--- config.mk ---
export PLATFORM = sky130hd
export DESIGN_NAME = seq_gen
export DESIGN_NICKNAME = d
export VERILOG_FILES = /design/src/rtl/seq_pkg.sv /design/src/rtl/seq_match.sv /design/src/rtl/seq_gen.sv
export SDC_FILE = /design/constraint.sdc
export NUM_CORES = 1
export LEC_CHECK = 0
export ABC_AREA = 1
export BUFFER_PORTS_ARGS = -buffer_cell sky130_fd_sc_hd__buf_2
export CAP_MARGIN = 30
export CORE_MARGIN = 5
export CORE_UTILIZATION = 30
export CTS_BUF_LIST = sky130_fd_sc_hd__clkbuf_8
export DETAILED_ROUTE_END_ITERATION = 6
export PLACE_DENSITY = 0.58
export SLEW_MARGIN = 30
export SYNTH_ARGS = -nofsm -noshare
export SYNTH_HDL_FRONTEND = slang
export SYNTH_SLANG_ARGS = --single-unit
--- constraint.sdc ---
create_clock -name clk -period 4.7 [get_ports clk]
set_input_delay 0.235 -clock clk [delete_from_list [all_inputs] [get_ports clk]]
set_output_delay 0.235 -clock clk [all_outputs]
set_load 0.01 [all_outputs]
--- src/rtl/seq_pkg.sv ---
`default_nettype none
// ============================================================================
// Module   : seq_pkg
// Brief    : Shared types, default pattern constants and helpers for seq_gen.
// Revision : 1.0 - initial release
// ============================================================================
package seq_pkg;

    typedef enum logic [0:0] {
        IDLE  = 1'b0,
        SHIFT = 1'b1
    } state_t;

    localparam int          c_def_pat_len = 4;
    localparam logic [3:0]  c_def_pat     = 4'b1101;

    // Zero (or an out-of-range request) selects the full word width.
    function automatic int eff_len(input int nbits, input int width);
        if (nbits == 0 || nbits > width) begin
            return width;
        end
        return nbits;
    endfunction

endpackage
`default_nettype wire

--- src/rtl/seq_match.sv ---
`default_nettype none
// ============================================================================
// Module   : seq_match
// Brief    : Sliding-window pattern compare and saturating match counter,
//            registered so exp_flag lines up with the bit entering dout.
// Revision : 1.0 - initial release
// ============================================================================
module seq_match
    import seq_pkg::*;
#(
    parameter int                 PAT_LEN = c_def_pat_len,
    parameter logic [PAT_LEN-1:0] PAT     = c_def_pat,
    parameter int                 CNT_W   = 16
) (
    input  logic             clk,
    input  logic             rst_n,
    input  logic             bit_in,
    input  logic             bit_valid,
    input  logic             clr,
    output logic             exp_flag,
    output logic [CNT_W-1:0] match_cnt
);

    localparam int c_seen_w = $clog2(PAT_LEN + 1);

    logic [PAT_LEN-1:0]  r_hist;
    logic [c_seen_w-1:0] r_seen;
    logic [PAT_LEN-1:0]  w_hist_base;
    logic [PAT_LEN-1:0]  w_hist_nxt;
    logic [c_seen_w-1:0] w_seen_base;
    logic [c_seen_w-1:0] w_seen_nxt;
    logic [CNT_W-1:0]    w_cnt_base;
    logic                w_hit;

    // clr arrives on the same edge as the first bit, so it masks the old state
    always_comb begin
        w_hist_base = clr ? '0 : r_hist;
        w_seen_base = clr ? '0 : r_seen;
        w_cnt_base  = clr ? '0 : match_cnt;
        w_hist_nxt  = {w_hist_base[PAT_LEN-2:0], bit_in};
        w_seen_nxt  = (w_seen_base == c_seen_w'(PAT_LEN)) ? w_seen_base
                                                          : w_seen_base + 1'b1;
        w_hit       = bit_valid && (w_seen_nxt == c_seen_w'(PAT_LEN))
                                && (w_hist_nxt == PAT);
    end

    always_ff @(posedge clk or negedge rst_n) begin
        if (!rst_n) begin
            r_hist    <= '0;
            r_seen    <= '0;
            exp_flag  <= 1'b0;
            match_cnt <= '0;
        end else begin
            exp_flag <= w_hit;
            if (bit_valid) begin
                r_hist <= w_hist_nxt;
                r_seen <= w_seen_nxt;
            end else if (clr) begin
                r_hist <= '0;
                r_seen <= '0;
            end
            if (w_hit && (w_cnt_base != '1)) begin
                match_cnt <= w_cnt_base + 1'b1;
            end else begin
                match_cnt <= w_cnt_base;
            end
        end
    end

endmodule
`default_nettype wire

--- src/rtl/seq_gen.sv ---
`default_nettype none
// ============================================================================
// Module   : seq_gen
// Brief    : MSB-first serial pattern generator with optional repeat, abort,
//            and a cycle-aligned golden pattern-seen flag.
// Revision : 1.0 - initial release
// ============================================================================
module seq_gen
    import seq_pkg::*;
#(
    parameter int                 WIDTH   = 32,
    parameter int                 PAT_LEN = c_def_pat_len,
    parameter logic [PAT_LEN-1:0] PAT     = c_def_pat,
    parameter int                 CNT_W   = 16
) (
    input  logic                         clk,
    input  logic                         rst_n,
    input  logic                         start,
    input  logic [WIDTH-1:0]             data_in,
    input  logic [$clog2(WIDTH+1)-1:0]   nbits,
    input  logic                         repeat_en,
    input  logic                         stop,
    output logic                         dout,
    output logic                         dout_valid,
    output logic                         busy,
    output logic                         done,
    output logic                         aborted,
    output logic                         exp_flag,
    output logic [CNT_W-1:0]             match_cnt
);

    localparam int c_idx_w = (WIDTH > 1) ? $clog2(WIDTH) : 1;

    state_t             r_state;
    state_t             w_state_nxt;
    logic [WIDTH-1:0]   r_word;
    logic [WIDTH-1:0]   w_word_nxt;
    logic [c_idx_w-1:0] r_idx;
    logic [c_idx_w-1:0] w_idx_nxt;
    logic [c_idx_w-1:0] r_last;
    logic [c_idx_w-1:0] w_last_nxt;
    logic               r_rep;
    logic               w_rep_nxt;
    logic [c_idx_w-1:0] w_load_last;
    logic [c_idx_w-1:0] w_idx_dec;
    logic               w_dout_nxt;
    logic               w_valid_nxt;
    logic               w_done_nxt;
    logic               w_aborted_nxt;
    logic               w_clr;

    assign w_load_last = c_idx_w'(eff_len(int'(nbits), WIDTH) - 1);
    assign w_idx_dec   = r_idx - 1'b1;

    // r_idx always names the bit currently on dout
    always_comb begin
        w_state_nxt   = r_state;
        w_word_nxt    = r_word;
        w_idx_nxt     = r_idx;
        w_last_nxt    = r_last;
        w_rep_nxt     = r_rep;
        w_dout_nxt    = 1'b0;
        w_valid_nxt   = 1'b0;
        w_done_nxt    = 1'b0;
        w_aborted_nxt = 1'b0;
        w_clr         = 1'b0;
        case (r_state)
            IDLE: begin
                if (start) begin
                    w_state_nxt = SHIFT;
                    w_word_nxt  = data_in;
                    w_last_nxt  = w_load_last;
                    w_idx_nxt   = w_load_last;
                    w_rep_nxt   = repeat_en;
                    w_clr       = 1'b1;
                    w_dout_nxt  = data_in[w_load_last];
                    w_valid_nxt = 1'b1;
                    w_done_nxt  = (w_load_last == '0);
                end
            end
            SHIFT: begin
                if (stop) begin
                    w_state_nxt   = IDLE;
                    w_aborted_nxt = 1'b1;
                end else if (r_idx == '0) begin
                    if (r_rep) begin
                        w_idx_nxt   = r_last;
                        w_dout_nxt  = r_word[r_last];
                        w_valid_nxt = 1'b1;
                        w_done_nxt  = (r_last == '0);
                    end else begin
                        w_state_nxt = IDLE;
                    end
                end else begin
                    w_idx_nxt   = w_idx_dec;
                    w_dout_nxt  = r_word[w_idx_dec];
                    w_valid_nxt = 1'b1;
                    w_done_nxt  = (w_idx_dec == '0);
                end
            end
            default: begin
                w_state_nxt = IDLE;
            end
        endcase
    end

    always_ff @(posedge clk or negedge rst_n) begin
        if (!rst_n) begin
            r_state    <= IDLE;
            r_word     <= '0;
            r_idx      <= '0;
            r_last     <= '0;
            r_rep      <= 1'b0;
            dout       <= 1'b0;
            dout_valid <= 1'b0;
            busy       <= 1'b0;
            done       <= 1'b0;
            aborted    <= 1'b0;
        end else begin
            r_state    <= w_state_nxt;
            r_word     <= w_word_nxt;
            r_idx      <= w_idx_nxt;
            r_last     <= w_last_nxt;
            r_rep      <= w_rep_nxt;
            dout       <= w_dout_nxt;
            dout_valid <= w_valid_nxt;
            busy       <= (w_state_nxt == SHIFT);
            done       <= w_done_nxt;
            aborted    <= w_aborted_nxt;
        end
    end

    // Fed with the bit about to be registered onto dout, keeping exp_flag aligned
    seq_match #(
        .PAT_LEN (PAT_LEN),
        .PAT     (PAT),
        .CNT_W   (CNT_W)
    ) u_match (
        .clk       (clk),
        .rst_n     (rst_n),
        .bit_in    (w_dout_nxt),
        .bit_valid (w_valid_nxt),
        .clr       (w_clr),
        .exp_flag  (exp_flag),
        .match_cnt (match_cnt)
    );

endmodule
`default_nettype wire

==> reports/results.md, run 1 <==
| Result | Value |
| --- | --- |
| Finished Cell Area | 0.00538 sq mm |
| Part of the power in registers | 38.7% |
| Buffers & Inverters on Critical Path | 2 |
| Stages on the worst setup path | 15 |
| Placeable core region | 0.0157 sq mm |
| Design internal power | 1.31 mW |
| Outcome | completed |
| Crit path max-delay family | simple AND/OR/NAND/NOR gates |
| Number of max-cap violations | 0 |
| Critical path startpoint category | register |
| CTS Buffer Depth | 2 |
| Share of final-layout standard cells stronger than drive strength 1 | 19.1% |
| Summed negative setup slack over all endpoints | 0 ns |
| Global-route usage over all layers | 14.7% |
| # clock sinks | 70 |
| Vias in the first global route | 4222 |
| Number of synthesized register bits | 70 |
| Leading cell type in the layout, fill and taps excluded | sky130_fd_sc_hd__nand2_1 |
| Total overflow reported by the global router | 0 |
| Unrepaired setup endpoints after global routing | no |
| Clock tree from TritonCTS | yes |
| H-tree Lvls | 3 |
| Last element of the critical path | u_match.match_cnt[5]$_DFF_PN0_ |
| Routability congestion estimate from global placement | 0.919 |
| Antenna-violating nets left | 0 |
| Clock power frac | 20.8% |
| FF+latch area | 0.00175 sq mm |
| Worst clock skew on the final layout | 0.0144 ns |
| Time the worst path needs with I/O delays and setup | 3.14 ns |
| DR iter-0 viols | 277 |
| Quantity of I/O buffers inserted on ports | 64 |
| Max_slew headroom | 55.5% |
| Num CTS Buffers | 9 |
| Top-level I/O count | 65 |
| Clock tree root buffer cell | sky130_fd_sc_hd__clkbuf_8 |
| Number of cell instances on the worst register-to-register path | 15 |
| Area after detailed placement | 0.00517 sq mm |
| Post-Synthesis Cells | 683 |
| Count of inserted antenna diode cells | 0 |
| Series of cell instances along the critical path | inv_6, ha_1, inv_1, nand3_1, nand3_1, nand3_1, nand2_1, nand2_1, nand2_1, nor2_1, nand2_2, nand2_4, nand3_4, o21ai_0, nand2_1 |
| Slowest stage cell on the critical path | sky130_fd_sc_hd__dfrtp_1 |
| Clock transition time at the flip-flop clock pins of the worst setup and hold paths | 0.08 ns |
| Detailed Route WL | 12.9 mm |
| Final design utilization | 34.2% |
| Average via count per standard cell | 4.53 |
| Cell leakage power | 2.73 nW |
| Switching part of the total | 43.4% |
| Cell repeated most along the worst path | sky130_fd_sc_hd__nand2_1 |
| Total count of max-transition violations in the final report | 0 |
| Distinct cell type count of the synthesized netlist | 44 |
| Critical path class | reg2reg |
| Net total in the final layout | 783 |
| Global-route wire length before repair | 21.5 mm |
| Max Clock Freq | 318 MHz |
| Combinational share of power | 40.5% |
| FILL cells | 1701 |
| Top library cells by usage in the layout, fill and taps aside | sky130_fd_sc_hd__nand2_1 (239), sky130_fd_sc_hd__inv_1 (80), sky130_fd_sc_hd__dfrtp_1 (70) |
| Number of iterations in the first detailed-routing pass | 5 |
| Worst supply voltage drop on vdd | 0.169 mV |
| Ratio of final minimum period to clock period | 66.9% |
| Post-Syn Area | 0.00476 sq mm |
| Final worst-path setup slack | 1.56 ns |
| Die outline height | 136 um |
| Worst R2R Setup Slack | 1.56 ns |
| Post-Synthesis Mean Instance Area | 6.97 sq um |
| Slew at the pin with the worst max-slew slack | 0.668 ns |
| X dimension of the die | 136 um |
| Starting utilization of the core area | 30.3% |
| Slowest cell delay on critical path | 0.76 ns |
| Final setup violation count | 0 |
| End of the worst register-to-register path | u_match.match_cnt[5]$_DFF_PN0_ |
| Worst slack after detailed placement | 1.56 ns |
| Reg-to-Reg Start | r_idx[0]$_DFFE_PN0P_ |
| Nets in the synthesized netlist | 731 |
| Nature of the critical path endpoint | register |
| Portion of the post-synthesis area used by sequential elements | 36.8% |
| Combined area of the multi-input logic cells | 0.00247 sq mm |
| Full die area | 0.0185 sq mm |
| Detailed Place HPWL | 9.56 mm |
| Final Hold Violating Endpoints | 0 |
| Cell row count | 46 |
| Number of synthesis warnings | 0 |
| WP data required | 4.94 ns |
| Worst-Skew Late Latency | 0.36 ns |
| Type of the tightest min-delay check | in2reg |
| Total vias in the final route | 4332 |
| Wire length per cell | 13.5 um |
| P&R area growth vs syn | 13.0% |
| Number of design rule violations left after detail routing | 0 |
| Worst-path fanout max | 19 |
| Cell Pwr Density | 432 mW/mm^2 |
| CP Launch Point | r_idx[0]$_DFFE_PN0P_ |
| Number of antenna violations at the first check in global routing | 0 |
| Arr. time, crit path | 3.38 ns |
| Switching power summed over all nets | 1.01 mW |
| Largest net degree at the start of global routing | 71 |
layout make-up:
cell class              count  area share, %
clock buffers              13           3.33
multi-input cells         498           45.9
flip-flops and latches     70           32.6
clock inverters             3          0.326
well taps                 216           5.02
repair buffers             66           6.40
inverters                  90           6.47
power by group through the flow:
| stage | clock, mW | sequential, mW | combinational [mW] |
|---|---|---|---|
| global route | 0.522 | 0.918 | 1.09 |
| global placement | 0 | 0.906 | 0.938 |
| floorplan | 0 | 0.824 | 0.807 |
| CTS | 0.496 | 0.897 | 0.943 |
| finish | 0.484 | 0.898 | 0.941 |
| detailed placement | 0 | 0.907 | 0.938 |
registers in the layout (all words and copies together), names as in the netlist, 3 cells and up:
register	count
u_match.r_hist	3
u_match.r_seen	3
u_match.match_cnt	16
r_word	32
r_last	5
r_idx	5
per-stage QoR:
stage	total power, mW	hold slack, ns	cells
4_1_cts	2.34	0.0504	955
5_1_grt	2.53	0.0898	956
3_3_place_gp	1.84	0.439	939
3_5_place_dp	1.84	0.437	939
2_1_floorplan	1.63	-0.0606	683
6_report	2.32	0.0828	956
routing by layer:
layer  vias up  routed length, um  global-route usage [%]
li1       2259                  -                       -
met3        18                575                    2.85
met2        96               5770                    22.5
met4         0                275                    4.98
met5         -                  0                       0
met1      1959               6290                    20.8
synth_stat cells, drive strengths merged:
cell type / instances / share of area (%)
nand4: 16 / 2.4
and2: 1 / 0.13
buf: 16 / 3.3
nor3: 3 / 0.76
nand3: 60 / 7.5
xnor2: 1 / 0.34
o41ai: 1 / 0.18
a31oi: 3 / 0.39
ha: 5 / 1.3
a21boi: 2 / 0.55
or2: 1 / 0.13
o21ai: 60 / 6.8
a21oi: 3 / 0.32
dfrtp: 70 / 37
nor4: 1 / 0.13
o22ai: 2 / 0.26
nand2: 254 / 21
clkinv: 1 / 0.079
xor2: 3 / 0.71
nand3b: 1 / 0.16
inv: 89 / 7.2
nor2: 74 / 7.1
clkbuf: 9 / 0.71
o211ai: 4 / 0.63
o21bai: 3 / 0.71
tightest hold or removal path: stages:
cell and delay (ns):
sky130_fd_sc_hd__buf_2 0.09, sky130_fd_sc_hd__nand2_1 0.05, sky130_fd_sc_hd__nand2_1 0.05
worst min-delay path by stage:
stage,from,to,slack [ns],cells after the start
3_3_place_gp,rst_n,r_word[31]$_DFFE_PN0P_,0.44,1
6_report,data_in[18],r_word[18]$_DFFE_PN0P_,0.08,3
4_1_cts,rst_n,r_word[31]$_DFFE_PN0P_,0.05,1
5_1_grt,data_in[18],r_word[18]$_DFFE_PN0P_,0.09,3
2_1_floorplan,rst_n,aborted$_DFF_PN0_,-0.06,0
3_5_place_dp,rst_n,r_word[31]$_DFFE_PN0P_,0.44,1
what timing repair did:
action,CTS,global route
gates resized for setup,0,0
hold buffers,0,1
buffers inserted,0,0
endpoints found under the hold margin,0,70
cell families after synthesis:
group	Yosys count	share of synthesized area, %
simple gates	411	39.7
buf+inv	115	11.3
compound gates	78	9.83
flops	70	36.8
fa+ha+maj	5	1.31
xor+xnor	4	1.05
Power figures use the tool's default switching activity.
==> run 2, diff against run 1 <==
PLACE_DENSITY = 0.6   (was 0.58)
clock period = 2.6 ns   (was 4.7 ns; I/O delays follow)
==> reports/results.md, run 2 (same netlist as run 1, synthesis figures left out) <==
| Result | Value |
| --- | --- |
| Outcome | completed |
| Clock power frac | 21.7% |
| Type of the tightest min-delay check | in2reg |
| Combinational share of power | 45.1% |
| Total count of max-transition violations in the final report | 0 |
| Slowest stage cell on the critical path | sky130_fd_sc_hd__dfrtp_1 |
| Final Total Pwr | 4.65 mW |
| End of the worst hold path | r_word[16]$_DFFE_PN0P_ |
| Clock tree root buffer cell | sky130_fd_sc_hd__clkbuf_8 |
| Starting utilization of the core area | 30.3% |
| Cells on Worst Hold Path | 3 |
| DR iter-0 viols | 342 |
| Number of max-cap violations | 0 |
| Worst-path fanout max | 8 |
| Net total in the final layout | 812 |
| Worst hold margin | 0.00487 ns |
| Final Hold Violating Endpoints | 0 |
| Final setup violation count | 0 |
| Share of final-layout standard cells stronger than drive strength 1 | 21.6% |
| Slew at the pin with the worst max-slew slack | 0.668 ns |
| H-tree Lvls | 3 |
| Antenna-violating nets left | 0 |
| Number of iterations in the first detailed-routing pass | 5 |
| X dimension of the die | 136 um |
| Quantity of I/O buffers inserted on ports | 64 |
| Top-level I/O count | 65 |
| Placeable core region | 0.0157 sq mm |
| Total overflow reported by the global router | 0 |
| Series of cell instances along the critical path | inv_6, ha_4, clkinvlp_4, buf_4, nand3_1, nand3_1, nand3_1, a21oi_1, nor2_1, nand2_2, nand2_4, buf_4, nand4_1, nor2_1, nor2_1 |
| Area after detailed placement | 0.00528 sq mm |
| Non-filler cells, final | 985 |
| Max Clock Freq | 414 MHz |
| Num CTS Buffers | 9 |
| Arr. time, crit path | 2.68 ns |
| Part of the power in registers | 33.2% |
| Slowest cell delay on critical path | 0.42 ns |
| Ratio of final minimum period to clock period | 93.0% |
| Largest net degree at the start of global routing | 71 |
| Detailed Route WL | 13.3 mm |
| Wire length per cell | 13.5 um |
| Worst-Skew Late Latency | 0.36 ns |
| Largest register by flop count | r_word |
| Total vias in the final route | 4501 |
| Average via count per standard cell | 4.57 |
| Finished Cell Area | 0.00570 sq mm |
| Worst clock skew on the final layout | 0.00918 ns |
| Worst R2R Setup Slack | 0.18 ns |
| Design internal power | 2.67 mW |
| Cell row count | 46 |
| Unrepaired setup endpoints after global routing | no |
| P&R area growth vs syn | 19.7% |
| Detailed Place HPWL | 9.74 mm |
| Critical path startpoint category | register |
| Number of antenna violations at the first check in global routing | 0 |
| Cell leakage power | 2.86 nW |
| Start point of the worst min-delay path | data_in[16] |
| Full die area | 0.0185 sq mm |
| Cell Pwr Density | 815 mW/mm^2 |
| CTS Buffer Depth | 2 |
| Worst slack after detailed placement | 0.147 ns |
| # clock sinks | 70 |
| Cell count after placement | 954 |
| Summed negative setup slack over all endpoints | 0 ns |
| Max FFs per register | 32 |
| Reg-to-Reg Start | r_idx[0]$_DFFE_PN0P_ |
| Die outline height | 136 um |
| Count of inserted antenna diode cells | 0 |
| Top library cells by usage in the layout, fill and taps aside | sky130_fd_sc_hd__nand2_1 (239), sky130_fd_sc_hd__inv_1 (77), sky130_fd_sc_hd__dfrtp_1 (69) |
| CP Launch Point | r_idx[0]$_DFFE_PN0P_ |
| Vias in the first global route | 4174 |
| Critical path class | reg2reg |
| Clock tree from TritonCTS | yes |
| Biggest regs | r_word (32), u_match.match_cnt (16) |
| End of the worst register-to-register path | u_match.match_cnt[3]$_DFF_PN0_ |
| WP data required | 2.86 ns |
| Global-route usage over all layers | 14.8% |
| Time the worst path needs with I/O delays and setup | 2.42 ns |
| Switching part of the total | 42.5% |
| Switching power summed over all nets | 1.98 mW |
| Nature of the critical path endpoint | register |
| Number of design rule violations left after detail routing | 0 |
| Final worst-path setup slack | 0.183 ns |
| Leading cell type in the layout, fill and taps excluded | sky130_fd_sc_hd__nand2_1 |
| Global-route wire length before repair | 21.5 mm |
| Clock transition time at the flip-flop clock pins of the worst setup and hold paths | 0.08 ns |
| Max_slew headroom | 55.5% |
| Final design utilization | 36.3% |
| Number of cell instances on the worst register-to-register path | 15 |
| Worst supply voltage drop on vdd | 0.314 mV |
| Routability congestion estimate from global placement | 0.887 |
run 2: cell count changes in the layout (fill, tap and decap cells not counted), sizes merged:
cell / previous run / this run
buf: 65 / 82
dlygate4sd3: 1 / 12
inv: 90 / 88
nand3: 60 / 61
clkinvlp: 0 / 3
clkbuf: 13 / 10
bufinv: 0 / 2
run 2: how the worst max path moves through the flow:
stage / cells after the start / slack [ns] / endpoint
4_1_cts: 16 / 0.13 / u_match.match_cnt[5]$_DFF_PN0_
5_1_grt: 15 / 0.01 / u_match.match_cnt[3]$_DFF_PN0_
2_1_floorplan: 14 / 0.02 / u_match.match_cnt[6]$_DFF_PN0_
3_5_place_dp: 16 / 0.15 / u_match.match_cnt[5]$_DFF_PN0_
6_report: 15 / 0.18 / u_match.match_cnt[3]$_DFF_PN0_
3_3_place_gp: 14 / 0.16 / u_match.match_cnt[5]$_DFF_PN0_
run 2: power by group through the flow:
stage	registers, mW	clock network, mW	logic [mW]
final	1.54	1.01	2.09
after global routing	1.57	1.07	2.38
after CTS	1.53	1.02	1.95
after detailed placement	1.55	0	1.93
after global placement	1.55	0	1.92
after floorplan	1.49	0	1.46
run 2: routing by layer:
layer	track usage, %	vias up	wire length, um
met1	20.6	2043	6390
met5	0	-	0
met2	23.4	119	6030
met3	2.70	22	695
li1	-	2317	-
met4	4.59	0	223
run 2: worst max-delay path, delay by kind of cell, from the launching register on:
family,cells,cell delay (ns)
and+or+nand+nor,9,0.94
AOI/OAI and AO/OA,1,0.09
buffers and inverters,4,0.60
adders and majority gates,1,0.27
DFF,1,0.42
run 2: repair_timing:
| action | CTS | global route |
|---|---|---|
| setup buffers | 0 | 2 |
| hold endpoints to repair | 81 | 0 |
| setup endpoints to repair | 0 | 16 |
| hold buffers | 12 | 0 |
| gates resized for setup | 0 | 10 |
run 2: layout make-up:
class,instances,area [sq um]
clock inverters,6,85.1
multi-input cells,499,2520
flip-flops and latches,70,1750
fillers,1693,10000
inverters,90,352
well taps,216,270
clock buffers,10,138
repair buffers,94,582
